--- src/rtl/tl_ram_responder_pkg.sv ---
`timescale 1ns/1ps
// Shared definitions for the TileLink-UH RAM responder.
// Holds the A/D channel opcode encodings, the responder FSM state type and
// small opcode classification helpers used by the responder.
package tl_ram_responder_pkg;

    // A-channel opcodes
    localparam logic [2:0] PUT_FULL = 3'd0;
    localparam logic [2:0] PUT_PART = 3'd1;
    localparam logic [2:0] ARITH    = 3'd2;
    localparam logic [2:0] LOGIC    = 3'd3;
    localparam logic [2:0] GET      = 3'd4;
    localparam logic [2:0] INTENT   = 3'd5;

    // D-channel opcodes
    localparam logic [2:0] ACK      = 3'd0;
    localparam logic [2:0] ACK_DATA = 3'd1;

    typedef enum logic [2:0] {
        S_IDLE,
        S_RD_REQ,
        S_RD_WAIT,
        S_RD_RESP,
        S_WR_BURST,
        S_WR_ACK
    } state_e;

    // Opcodes this RAM actually serves; everything else is answered denied.
    function automatic logic opcode_legal(input logic [2:0] op);
        return (op == PUT_FULL) || (op == PUT_PART) || (op == GET);
    endfunction

    // Opcodes whose request carries a data payload (one A beat per data beat).
    // Payload-less opcodes follow the read path with a single A beat.
    function automatic logic has_payload(input logic [2:0] op);
        return (op == PUT_FULL) || (op == PUT_PART) || (op == ARITH) || (op == LOGIC);
    endfunction

endpackage

--- src/rtl/tl_ram_responder_if.sv ---
`timescale 1ns/1ps
// TileLink A/D channel bundle plus the single-port SRAM port of the responder.
//   slave  : view of the responder (consumes A, produces D, drives the SRAM)
//   master : view of the environment (requester on A/D, SRAM model on mem_*)
interface tl_ram_responder_if #(
    parameter int AW   = 32,
    parameter int DW   = 64,
    parameter int SRCW = 4,
    parameter int SZW  = 3,
    parameter int MAW  = 10
) ();
    localparam int BPB = DW / 8;

    // A channel
    logic            a_valid;
    logic            a_ready;
    logic [2:0]      a_opcode;
    logic [2:0]      a_param;
    logic [SZW-1:0]  a_size;
    logic [SRCW-1:0] a_source;
    logic [AW-1:0]   a_address;
    logic [BPB-1:0]  a_mask;
    logic [DW-1:0]   a_data;

    // D channel
    logic            d_valid;
    logic            d_ready;
    logic [2:0]      d_opcode;
    logic [1:0]      d_param;
    logic [SZW-1:0]  d_size;
    logic [SRCW-1:0] d_source;
    logic            d_sink;
    logic            d_denied;
    logic            d_corrupt;
    logic [DW-1:0]   d_data;

    // SRAM port
    logic            mem_req;
    logic            mem_we;
    logic [MAW-1:0]  mem_addr;
    logic [BPB-1:0]  mem_be;
    logic [DW-1:0]   mem_wdata;
    logic [DW-1:0]   mem_rdata;

    modport slave (
        input  a_valid, a_opcode, a_param, a_size, a_source, a_address, a_mask, a_data,
        output a_ready,
        output d_valid, d_opcode, d_param, d_size, d_source, d_sink, d_denied, d_corrupt, d_data,
        input  d_ready,
        output mem_req, mem_we, mem_addr, mem_be, mem_wdata,
        input  mem_rdata
    );

    modport master (
        output a_valid, a_opcode, a_param, a_size, a_source, a_address, a_mask, a_data,
        input  a_ready,
        input  d_valid, d_opcode, d_param, d_size, d_source, d_sink, d_denied, d_corrupt, d_data,
        output d_ready,
        input  mem_req, mem_we, mem_addr, mem_be, mem_wdata,
        output mem_rdata
    );

endinterface

--- src/rtl/tl_ram_responder.sv ---
`timescale 1ns/1ps
// TileLink-UH manager endpoint terminating Get / PutFullData / PutPartialData
// onto a single-port synchronous SRAM (read data valid the cycle after the
// request). One transaction in flight; single- and multi-beat bursts.
// Ports:
//   clk_i  : clock
//   rst_i  : synchronous active-high reset
//   bus    : slave view of the A/D channels and the SRAM port
module tl_ram_responder
    import tl_ram_responder_pkg::*;
#(
    parameter int            AW        = 32,
    parameter int            DW        = 64,
    parameter int            SRCW      = 4,
    parameter int            SZW       = 3,
    parameter int            MAX_SIZE  = 6,
    parameter logic [AW-1:0] ADDR_BASE = AW'(32'h8000_0000),
    parameter int            MEM_DEPTH = 1024
) (
    input  logic              clk_i,
    input  logic              rst_i,
    tl_ram_responder_if.slave bus
);

    localparam int          BPB       = DW / 8;
    localparam int          LOG2BPB   = $clog2(BPB);
    localparam int          MAW       = $clog2(MEM_DEPTH);
    localparam int          BCW       = (MAX_SIZE > LOG2BPB) ? (MAX_SIZE - LOG2BPB) : 1;
    localparam logic [AW:0] MEM_BYTES = (AW+1)'(MEM_DEPTH * BPB);

    state_e          r_state;
    state_e          w_state_nxt;
    logic [2:0]      r_opcode;
    logic [SZW-1:0]  r_size;
    logic [SRCW-1:0] r_source;
    logic [MAW-1:0]  r_base_word;
    logic            r_denied;
    logic [BCW-1:0]  r_beat;
    logic [BCW-1:0]  r_beats_m1;
    logic [DW-1:0]   r_d_data;

    logic            w_a_fire;
    logic            w_d_fire;
    logic [AW-1:0]   w_offset;
    logic [AW:0]     w_bytes;
    logic [AW:0]     w_span_end;
    logic [AW:0]     w_align_mask;
    logic            w_aligned;
    logic            w_in_range;
    logic            w_denied;
    logic [BCW-1:0]  w_beats_m1;
    logic            w_last_beat;
    logic [MAW-1:0]  w_mem_addr_burst;
    logic            w_unused;

    assign w_a_fire = bus.a_valid && bus.a_ready;
    assign w_d_fire = bus.d_valid && bus.d_ready;

    // First-beat decode. The span end is one bit wider than the address so a
    // request touching the top of the address space cannot wrap into range.
    assign w_offset     = bus.a_address - ADDR_BASE;
    assign w_bytes      = (AW+1)'(1) << bus.a_size;
    assign w_span_end   = {1'b0, w_offset} + w_bytes;
    assign w_align_mask = w_bytes - (AW+1)'(1);
    assign w_aligned    = (bus.a_address & w_align_mask[AW-1:0]) == '0;
    assign w_in_range   = (bus.a_address >= ADDR_BASE) && (w_span_end <= MEM_BYTES);
    assign w_denied     = !opcode_legal(bus.a_opcode) || !w_aligned || !w_in_range;

    always_comb begin
        w_beats_m1 = '0;
        if (int'(bus.a_size) > LOG2BPB) begin
            w_beats_m1 = BCW'((1 << (int'(bus.a_size) - LOG2BPB)) - 1);
        end
    end

    assign w_last_beat      = (r_beat == r_beats_m1);
    assign w_mem_addr_burst = r_base_word + MAW'(r_beat);
    assign w_unused         = ^{bus.a_param, w_align_mask[AW]};

    // NOTE: every output gets a default before the case so no path can infer a latch.
    always_comb begin
        w_state_nxt   = r_state;
        bus.a_ready   = 1'b0;
        bus.d_valid   = 1'b0;
        bus.d_opcode  = ACK;
        bus.d_param   = '0;
        bus.d_size    = '0;
        bus.d_source  = '0;
        bus.d_sink    = 1'b0;
        bus.d_denied  = 1'b0;
        bus.d_corrupt = 1'b0;
        bus.d_data    = '0;
        bus.mem_req   = 1'b0;
        bus.mem_we    = 1'b0;
        bus.mem_addr  = '0;
        bus.mem_be    = '0;
        bus.mem_wdata = '0;

        // Reset forces every handshake and strobe low within the same cycle.
        if (!rst_i) begin
            case (r_state)
                S_IDLE: begin
                    bus.a_ready = 1'b1;
                    if (bus.a_valid) begin
                        if (has_payload(bus.a_opcode)) begin
                            // Beat 0 of a Put is written straight from the A channel.
                            if (!w_denied) begin
                                bus.mem_req   = 1'b1;
                                bus.mem_we    = 1'b1;
                                bus.mem_addr  = w_offset[LOG2BPB +: MAW];
                                bus.mem_be    = (bus.a_opcode == PUT_PART) ? bus.a_mask : '1;
                                bus.mem_wdata = bus.a_data;
                            end
                            w_state_nxt = (w_beats_m1 == '0) ? S_WR_ACK : S_WR_BURST;
                        end else begin
                            w_state_nxt = S_RD_REQ;
                        end
                    end
                end
                S_RD_REQ: begin
                    bus.mem_req  = !r_denied;
                    bus.mem_addr = w_mem_addr_burst;
                    w_state_nxt  = S_RD_WAIT;
                end
                S_RD_WAIT: begin
                    w_state_nxt = S_RD_RESP;
                end
                S_RD_RESP: begin
                    bus.d_valid   = 1'b1;
                    bus.d_opcode  = ACK_DATA;
                    bus.d_size    = r_size;
                    bus.d_source  = r_source;
                    bus.d_denied  = r_denied;
                    bus.d_corrupt = r_denied;
                    bus.d_data    = r_d_data;
                    if (bus.d_ready) begin
                        w_state_nxt = w_last_beat ? S_IDLE : S_RD_REQ;
                    end
                end
                S_WR_BURST: begin
                    bus.a_ready = 1'b1;
                    if (bus.a_valid) begin
                        // Follow-on beats reuse the first beat's opcode and address.
                        if (!r_denied) begin
                            bus.mem_req   = 1'b1;
                            bus.mem_we    = 1'b1;
                            bus.mem_addr  = w_mem_addr_burst;
                            bus.mem_be    = (r_opcode == PUT_PART) ? bus.a_mask : '1;
                            bus.mem_wdata = bus.a_data;
                        end
                        if (w_last_beat) begin
                            w_state_nxt = S_WR_ACK;
                        end
                    end
                end
                S_WR_ACK: begin
                    bus.d_valid  = 1'b1;
                    bus.d_opcode = ACK;
                    bus.d_size   = r_size;
                    bus.d_source = r_source;
                    bus.d_denied = r_denied;
                    if (bus.d_ready) begin
                        w_state_nxt = S_IDLE;
                    end
                end
                default: w_state_nxt = S_IDLE;
            endcase
        end
    end

    // NOTE: sequential state is updated with non-blocking assignments only.
    always_ff @(posedge clk_i) begin
        if (rst_i) begin
            r_state <= S_IDLE;
        end else begin
            r_state <= w_state_nxt;
        end
    end

    always_ff @(posedge clk_i) begin
        if (rst_i) begin
            r_opcode    <= '0;
            r_size      <= '0;
            r_source    <= '0;
            r_base_word <= '0;
            r_denied    <= 1'b0;
            r_beat      <= '0;
            r_beats_m1  <= '0;
            r_d_data    <= '0;
        end else begin
            case (r_state)
                S_IDLE: begin
                    if (w_a_fire) begin
                        r_opcode    <= bus.a_opcode;
                        r_size      <= bus.a_size;
                        r_source    <= bus.a_source;
                        r_base_word <= w_offset[LOG2BPB +: MAW];
                        r_denied    <= w_denied;
                        r_beats_m1  <= w_beats_m1;
                        // A Put consumed beat 0 already; a read starts at beat 0.
                        r_beat      <= has_payload(bus.a_opcode) ? BCW'(1) : '0;
                    end
                end
                S_RD_WAIT: begin
                    r_d_data <= r_denied ? '0 : bus.mem_rdata;
                end
                S_RD_RESP: begin
                    if (w_d_fire) begin
                        r_beat <= w_last_beat ? '0 : r_beat + BCW'(1);
                    end
                end
                S_WR_BURST: begin
                    if (w_a_fire) begin
                        r_beat <= w_last_beat ? '0 : r_beat + BCW'(1);
                    end
                end
                S_WR_ACK: begin
                    if (w_d_fire) begin
                        r_beat <= '0;
                    end
                end
                default: ;
            endcase
        end
    end

    // Requests larger than MAX_SIZE have no defined response.
    a_size_legal: assert property (@(posedge clk_i) disable iff (rst_i)
        w_a_fire |-> (int'(bus.a_size) <= MAX_SIZE));

endmodule

--- src/flat_wrapper.sv ---
// flat-port wrapper written by rule: the top's interface ports become plain ports
module tl_ram_responder_flat import tl_ram_responder_pkg::*;
#(
    parameter int            AW        = 32,
    parameter int            DW        = 64,
    parameter int            SRCW      = 4,
    parameter int            SZW       = 3,
    parameter int            MAX_SIZE  = 6,
    parameter logic [AW-1:0] ADDR_BASE = AW'(32'h8000_0000),
    parameter int            MEM_DEPTH = 1024
)
  (clk_i, rst_i, bus_a_valid, bus_a_opcode, bus_a_param, bus_a_size, bus_a_source, bus_a_address, bus_a_mask, bus_a_data, bus_a_ready, bus_d_valid, bus_d_opcode, bus_d_param, bus_d_size, bus_d_source, bus_d_sink, bus_d_denied, bus_d_corrupt, bus_d_data, bus_d_ready, bus_mem_req, bus_mem_we, bus_mem_addr, bus_mem_be, bus_mem_wdata, bus_mem_rdata);
  tl_ram_responder_if #(.AW(AW), .DW(DW), .SRCW(SRCW), .SZW(SZW)) bus_i ();
  input  logic clk_i;
  input  logic rst_i;
  input wire logic [$bits(bus_i.a_valid)-1:0] bus_a_valid;
  input wire logic [$bits(bus_i.a_opcode)-1:0] bus_a_opcode;
  input wire logic [$bits(bus_i.a_param)-1:0] bus_a_param;
  input wire logic [$bits(bus_i.a_size)-1:0] bus_a_size;
  input wire logic [$bits(bus_i.a_source)-1:0] bus_a_source;
  input wire logic [$bits(bus_i.a_address)-1:0] bus_a_address;
  input wire logic [$bits(bus_i.a_mask)-1:0] bus_a_mask;
  input wire logic [$bits(bus_i.a_data)-1:0] bus_a_data;
  output wire logic [$bits(bus_i.a_ready)-1:0] bus_a_ready;
  output wire logic [$bits(bus_i.d_valid)-1:0] bus_d_valid;
  output wire logic [$bits(bus_i.d_opcode)-1:0] bus_d_opcode;
  output wire logic [$bits(bus_i.d_param)-1:0] bus_d_param;
  output wire logic [$bits(bus_i.d_size)-1:0] bus_d_size;
  output wire logic [$bits(bus_i.d_source)-1:0] bus_d_source;
  output wire logic [$bits(bus_i.d_sink)-1:0] bus_d_sink;
  output wire logic [$bits(bus_i.d_denied)-1:0] bus_d_denied;
  output wire logic [$bits(bus_i.d_corrupt)-1:0] bus_d_corrupt;
  output wire logic [$bits(bus_i.d_data)-1:0] bus_d_data;
  input wire logic [$bits(bus_i.d_ready)-1:0] bus_d_ready;
  output wire logic [$bits(bus_i.mem_req)-1:0] bus_mem_req;
  output wire logic [$bits(bus_i.mem_we)-1:0] bus_mem_we;
  output wire logic [$bits(bus_i.mem_addr)-1:0] bus_mem_addr;
  output wire logic [$bits(bus_i.mem_be)-1:0] bus_mem_be;
  output wire logic [$bits(bus_i.mem_wdata)-1:0] bus_mem_wdata;
  input wire logic [$bits(bus_i.mem_rdata)-1:0] bus_mem_rdata;
  assign bus_i.a_valid = bus_a_valid;
  assign bus_i.a_opcode = bus_a_opcode;
  assign bus_i.a_param = bus_a_param;
  assign bus_i.a_size = bus_a_size;
  assign bus_i.a_source = bus_a_source;
  assign bus_i.a_address = bus_a_address;
  assign bus_i.a_mask = bus_a_mask;
  assign bus_i.a_data = bus_a_data;
  assign bus_a_ready = bus_i.a_ready;
  assign bus_d_valid = bus_i.d_valid;
  assign bus_d_opcode = bus_i.d_opcode;
  assign bus_d_param = bus_i.d_param;
  assign bus_d_size = bus_i.d_size;
  assign bus_d_source = bus_i.d_source;
  assign bus_d_sink = bus_i.d_sink;
  assign bus_d_denied = bus_i.d_denied;
  assign bus_d_corrupt = bus_i.d_corrupt;
  assign bus_d_data = bus_i.d_data;
  assign bus_i.d_ready = bus_d_ready;
  assign bus_mem_req = bus_i.mem_req;
  assign bus_mem_we = bus_i.mem_we;
  assign bus_mem_addr = bus_i.mem_addr;
  assign bus_mem_be = bus_i.mem_be;
  assign bus_mem_wdata = bus_i.mem_wdata;
  assign bus_i.mem_rdata = bus_mem_rdata;
  tl_ram_responder #(.AW(AW), .DW(DW), .SRCW(SRCW), .SZW(SZW), .MAX_SIZE(MAX_SIZE), .ADDR_BASE(ADDR_BASE), .MEM_DEPTH(MEM_DEPTH)) u_core (.clk_i(clk_i), .rst_i(rst_i), .bus(bus_i));
endmodule
--- config.mk ---
export PLATFORM = sky130hd
export DESIGN_NAME = tl_ram_responder_flat
export DESIGN_NICKNAME = d
export VERILOG_FILES = /design/src/rtl/tl_ram_responder_pkg.sv /design/src/rtl/tl_ram_responder_if.sv /design/src/rtl/tl_ram_responder.sv /design/src/flat_wrapper.sv
export SDC_FILE = /design/constraint.sdc
export NUM_CORES = 1
export LEC_CHECK = 0
export ABC_AREA = 1
export BUFFER_PORTS_ARGS = -buffer_cell sky130_fd_sc_hd__buf_2
export CAP_MARGIN = 40
export CORE_MARGIN = 3
export CORE_UTILIZATION = 30
export CTS_CLUSTER_SIZE = 10
export DETAILED_ROUTE_END_ITERATION = 10
export PLACE_DENSITY = 0.58
export SETUP_SLACK_MARGIN = 0.5
export SLEW_MARGIN = 15
export SYNTH_ARGS = -nofsm -noshare
export SYNTH_HDL_FRONTEND = slang
export SYNTH_SLANG_ARGS = --single-unit
--- constraint.sdc ---
create_clock -name clk_i -period 3.2 [get_ports clk_i]
set_clock_uncertainty 0.05 [all_clocks]
set_input_delay 0.16 -clock clk_i [delete_from_list [all_inputs] [get_ports clk_i]]
set_output_delay 0.16 -clock clk_i [all_outputs]
set_load 0.01 [all_outputs]
Word-level counts from Yosys, hierarchy flattened
Cells that the tools add are included.
W data, S select, Z words.
Storage, ports and cells
  bits in registers: 94
  input port bits: 185
  output and inout port bits: 165
  logic and storage cells: 131
Operators by class
  add/sub/neg operators: 7
  order comparisons: 3
  equal/unequal tests: 20
  shift operators: 2
  mux-type cells: 66
  bitwise logic cells: 1
  reduce and logical (&&, ||, !) cells: 23
Operators by type and width (number)
  $mux W64: 9
  $pmux W64 S2: 1
  $mux W8: 8
  $mux W10: 6
  $mux W3: 15
  $add A32 B33 Y33: 1
  $le A33 B14 Y1 const B: 1
  $shl A1 B3 Y33 const A: 1
  $and A32 B32 Y32: 1
  $ge A32 B32 Y1 const B: 1
  $logic_not A32 Y1: 1
  $shl A1 B32 Y3 const A: 1
  $sub A32 B1 Y32 const B: 1
  $sub A32 B32 Y32 const B: 1
  $pmux W10 S3: 1
  $mux W1: 19
  $pmux W3 S6: 1
  $pmux W8 S2: 1
  $eq A3 B2 Y1 const B: 4
  $pmux W3 S4: 1
  $add A10 B3 Y10: 1
  $ne A2 B1 Y1 const B: 5
  $reduce_and A5 Y1: 2
  $eq A3 B1 Y1 const B: 3
  17 further kinds: 36

Logic depth before layout (Yosys ltp)
  depth after elaboration: 12
  depth in mapped cells: 26
  mapped depth without buffers: 24

Worst setup path before layout
OpenSTA, ideal clock, no wires.
  kind: in2out
  from: input port bus_a_size[0]
  to: output port bus_mem_wdata[54]
  data arrival time: 2.889 ns
  data required time: 2.990 ns
  setup slack: 0.101 ns
  stages: 22
  path buffers: 2
  path through: inv_1 > ha_1 > nand2_1 > inv_1 > ha_1 > fa_1 > or2_2 > a21oi_1 > nand2_1 > nor2_1 > nand2_1 > nor2_1 > nand2_1 > nor2_1 > nand3_1 > a21oi_1 > nand4_1 > nand2_1 > nand2_1 > buf_6 > buf_6 > nor2_2
Between the ends
  longest elaborated chain between the ends: 12
  elaborated cells between the ends (all ways): 16
  classes of those cells: add/sub (2); order compare (1); shift (1); mux (5); bitwise (1); reduce/logical (6)
RTL lines
  from (decl): RTL line flat_wrapper.sv:19  | input wire logic [$bits(bus_i.a_size)-1:0] bus_a_size;
  $shl A1 B3 Y33 *: RTL line tl_ram_responder.sv:62  | assign w_bytes = (AW+1)'(1) << bus.a_size;
  branches (longest 5 deep; another with $add A32 B33 Y33)
  $logic_or A1 B1 Y1 *: RTL line tl_ram_responder.sv:67  | assign w_denied = !opcode_legal(bus.a_opcode) || !w_aligned || !w_in_range;
  $mux W64 *: RTL line tl_ram_responder.sv:107  | if (!w_denied) begin
  $mux W64 *: RTL line tl_ram_responder.sv:105  | if (has_payload(bus.a_opcode)) begin
  $mux W64 *: RTL line tl_ram_responder.sv:104  | if (bus.a_valid) begin
  $pmux W64 S2 *: RTL line tl_ram_responder.sv:101  | case (r_state)
  $mux W64 *: RTL line tl_ram_responder.sv:100  | if (!rst_i) begin
  to (decl): RTL line flat_wrapper.sv:39  | output wire logic [$bits(bus_i.mem_wdata)-1:0] bus_mem_wdata;
Mark *: on every way between the ends.

Worst setup path in the final report
  from: input port bus_a_size[1]
  to: output port bus_mem_wdata[29]
Same word-level chain as after synthesis.

==> flow_summary.json <==
{
  "setup.worst_path.class": "input port to primary output",
  "violations": "setup timing",
  "vias": 9303,
  "leakagePower_uw": 0.00542,
  "place_area_sq_um": 9980,
  "final_common_cell": "nand2_1",
  "synthTopCellsByArea": "dfxtp_1 26%, nand2_1 16%, inv_1 9.2%",
  "synthToLayoutAreaGrowth_pct": 54.0,
  "multi_input_area_sq_um": 5080,
  "fin_ws_ns": -0.366,
  "synthDominantCellAreaShare_pct": 25.9,
  "timing.rr.end": "u_core.r_beat[2]",
  "overflow": 0,
  "yosysWarnings": 0,
  "drt_pass1_iterations": 5,
  "async_flop_share_pct": 0,
  "numCtsBuffers": 9,
  "routed_wl_um": 30400,
  "max-clock-path-buffers": 2,
  "fill_cells": 2497,
  "crit_buf_inv": 6,
  "hpwl_um": 22900,
  "grt_antenna_before_repair": 2,
  "yosysSeqAreaShare_pct": 25.9,
  "grt_pass1_vias": 8829,
  "routedWlPerCell_um": 15.6,
  "ys.flop_type": "dfxtp_1",
  "synth_edf_count": 0,
  "ios": 350,
  "crit_chain": "buf_12 -> inv_16 -> ha_4 -> nand2_4 -> inv_4 -> ha_4 -> fa_2 -> or2_4 -> a21oi_2 -> nand2_1 -> nor2_1 -> nand2_1 -> nor2_1 -> nand2_1 -> nor2_1 -> nand3_1 -> a21oi_1 -> nand4_1 -> nand2_4 -> nand2_8 -> buf_12 -> buf_16 -> nor2_4 -> buf_6",
  "holdWs_ns": 0.0161,
  "synthCells": 1253,
  "crit_path_end_kind": "primary output",
  "rsz0062_at_grt": "yes",
  "nNetsFinal": 1828,
  "die_h_um": 162,
  "setup_violations": 73,
  "period_minus_slack_ns": 3.57,
  "synth_area_sq_um": 7270,
  "grt_use_total_pct": 21.9,
  "critPathMaxFanout": 8,
  "insertion_delay_ns": 0.34,
  "r2r-start": "u_core.r_state[2]",
  "cp.arrival_ns": 3.36,
  "hp-class": "input port to register",
  "vias_per_cell": 4.78,
  "holdPathStages": 3,
  "ff2ff_setup_slack_ns": 0.95,
  "regArea_sq_um": 1880,
  "root_buffer": "clkbuf_16",
  "critPathTopFamily": "simple AND/OR/NAND/NOR gates",
  "cp-start-kind": "input port",
  "cts_tree": "done",
  "worstHoldEndpoint": "u_core.r_d_data[48]",
  "pwr_density_cell_nw_per_um2": 401,
  "htreeDepth": 3,
  "fp-row-count": 56,
  "portBuffers": 341,
  "clock_sinks": 94,
  "r2r_cells": 9,
  "critPathRequiredTime_ns": 2.99,
  "die_area_sq_um": 26100,
  "most-common-layout-cells": "302 x nand2_1, 293 x buf_2, 171 x inv_1",
  "clk_pin_slew_ns": 0.07,
  "ys_seq_elements": 94,
  "cap_viol_max_count": 0,
  "cpMaxStageDelayCell": "fa_2",
  "critPathMaxStageDelay_ns": 0.44,
  "final_area_sq_um": 11200,
  "core_sq_um": 23600,
  "drive_gt1_share_pct": 36.5,
  "die_x_um": 162,
  "ant_nets": 0,
  "start_util_pct": 30.8,
  "relSlewSlack_pct": 50.3,
  "syn_area_per_cell_sq_um": 5.80,
  "gp_congestion": 0.907,
  "yosysTopAreaCell": "dfxtp_1",
  "status": "complete, but fails checks",
  "grt_max_degree": 123,
  "drc_errors": 0,
  "slew_viol_final": 0,
  "hold_violations": 0,
  "yosysUniqueCellTypes": 44,
  "max_freq_mhz": 280,
  "final.period_utilization_pct": 111,
  "irDropWorstVdd_mv": 0.331,
  "worst_pin_slew_ns": 0.746,
  "drtIter0Drc": 652,
  "grt_pass1_wl_um": 46500,
  "hold_start": "bus_mem_rdata[48]"
}
-- worst max-delay path by stage --
stage,from,endpoint,depth (start not counted)
after CTS,bus_a_size[1],bus_mem_wdata[29],24
after detailed placement,bus_a_size[1],bus_mem_wdata[1],21
final,bus_a_size[1],bus_mem_wdata[29],24
after global placement,bus_a_size[0],bus_mem_wdata[1],22
after global routing,bus_a_size[1],bus_mem_wdata[29],27
after floorplan,bus_a_size[1],bus_mem_wdata[14],22
-- logic make-up after synthesis --
family	count (synthesis)	synth area share (%)
buffers and inverters	254	14.2
adder cells (fa/ha/maj)	21	3.82
AND/OR/NAND/NOR	729	44.5
AO/OA/AOI/OAI	149	10.9
flip-flops	94	25.9
XOR/XNOR	5	0.602
other	1	0.0516
-- through the flow --
| stage | instances | power, uW | utilization, % | worst slack [ns] | TNS (ns) |
|---|---|---|---|---|---|
| 2_1_floorplan | 1257 | 2610 | - | 0.400 | 0 |
| 3_3_place_gp | 1906 | 3180 | 42.2 | -0.486 | -31.16 |
| 3_5_place_dp | 1907 | 3190 | 42.2 | -0.455 | -30.20 |
| 4_1_cts | 1940 | 4500 | 46.4 | -0.327 | -16.15 |
| 5_1_grt | 1946 | 4780 | 47.4 | -0.560 | -34.16 |
| 6_report | 1946 | 4480 | 47.4 | -0.366 | -17.65 |
-- layer usage --
metal / global-route usage, % / vias to the layer above / share of wire (%) / wire (um)
met5: 0 / - / 0.043 / 13
met4: 7.21 / 2 / 2.9 / 877
met3: 3.57 / 54 / 5.8 / 1770
met2: 39.2 / 332 / 50 / 15100
met1: 26.9 / 4228 / 41 / 12600
li1: - / 4687 / - / -
-- flip-flops by register name (all words and copies together) (netlist names) --
signal and count:
u_core.r_d_data 64, u_core.r_base_word 10, u_core.r_source 4, u_core.r_beat 3
u_core.r_beats_m1 3, u_core.r_opcode 3, u_core.r_size 3, u_core.r_state 3
u_core.r_denied 1
-- Yosys cell counts (2+ instances only) --
master,n
fa_1,2
or2_1,2
a21oi_1,95
o21ai_1,2
dfxtp_1,94
nand4_1,31
xor2_1,2
nor4_1,8
or2_2,4
ha_1,19
nor2_1,154
buf_4,7
nand3b_1,6
o22ai_1,7
inv_1,179
clkbuf_1,48
a21boi_0,2
o21ai_0,30
nor2_2,51
buf_1,4
nand2_2,6
nand2_1,319
nor3_1,17
buf_6,7
buf_2,2
nand2_4,2
inv_2,5
nand3_1,123
a31oi_1,3
xnor2_1,3
a211oi_1,3
nand3_2,2
o211ai_1,2
clkinv_1,2
-- cell type report --
type / count / area share, %
Sequential cell: 94 / 16.8
Clock inverter: 6 / 0.838
Antenna cell: 1 / 0.0224
Inverter: 186 / 6.55
Timing Repair Buffer: 421 / 24.8
Clock buffer: 9 / 2.01
Multi-Input combinational cell: 910 / 45.4
Tap cell: 319 / 3.57
-- report_power, final --
part,internal [uW],switching (uW)
logic,636,1160
registers,1390,121
clock network,688,485
total,2720,1770
-- tightest hold or removal path: stages --
cell,delay [ns]
buf_2,0.09
nand3_1,0.06
a21oi_1,0.05
-- timing repair --
item                                   CTS  global route
gates resized for setup                 96            52
hold buffers                             4             0
endpoints found under the hold margin    4             0
setup buffers                           10             5
setup endpoints to repair               85            85
cloned                                   4             0
pin swaps                               17            29
(Power assumes the default switching activity.)
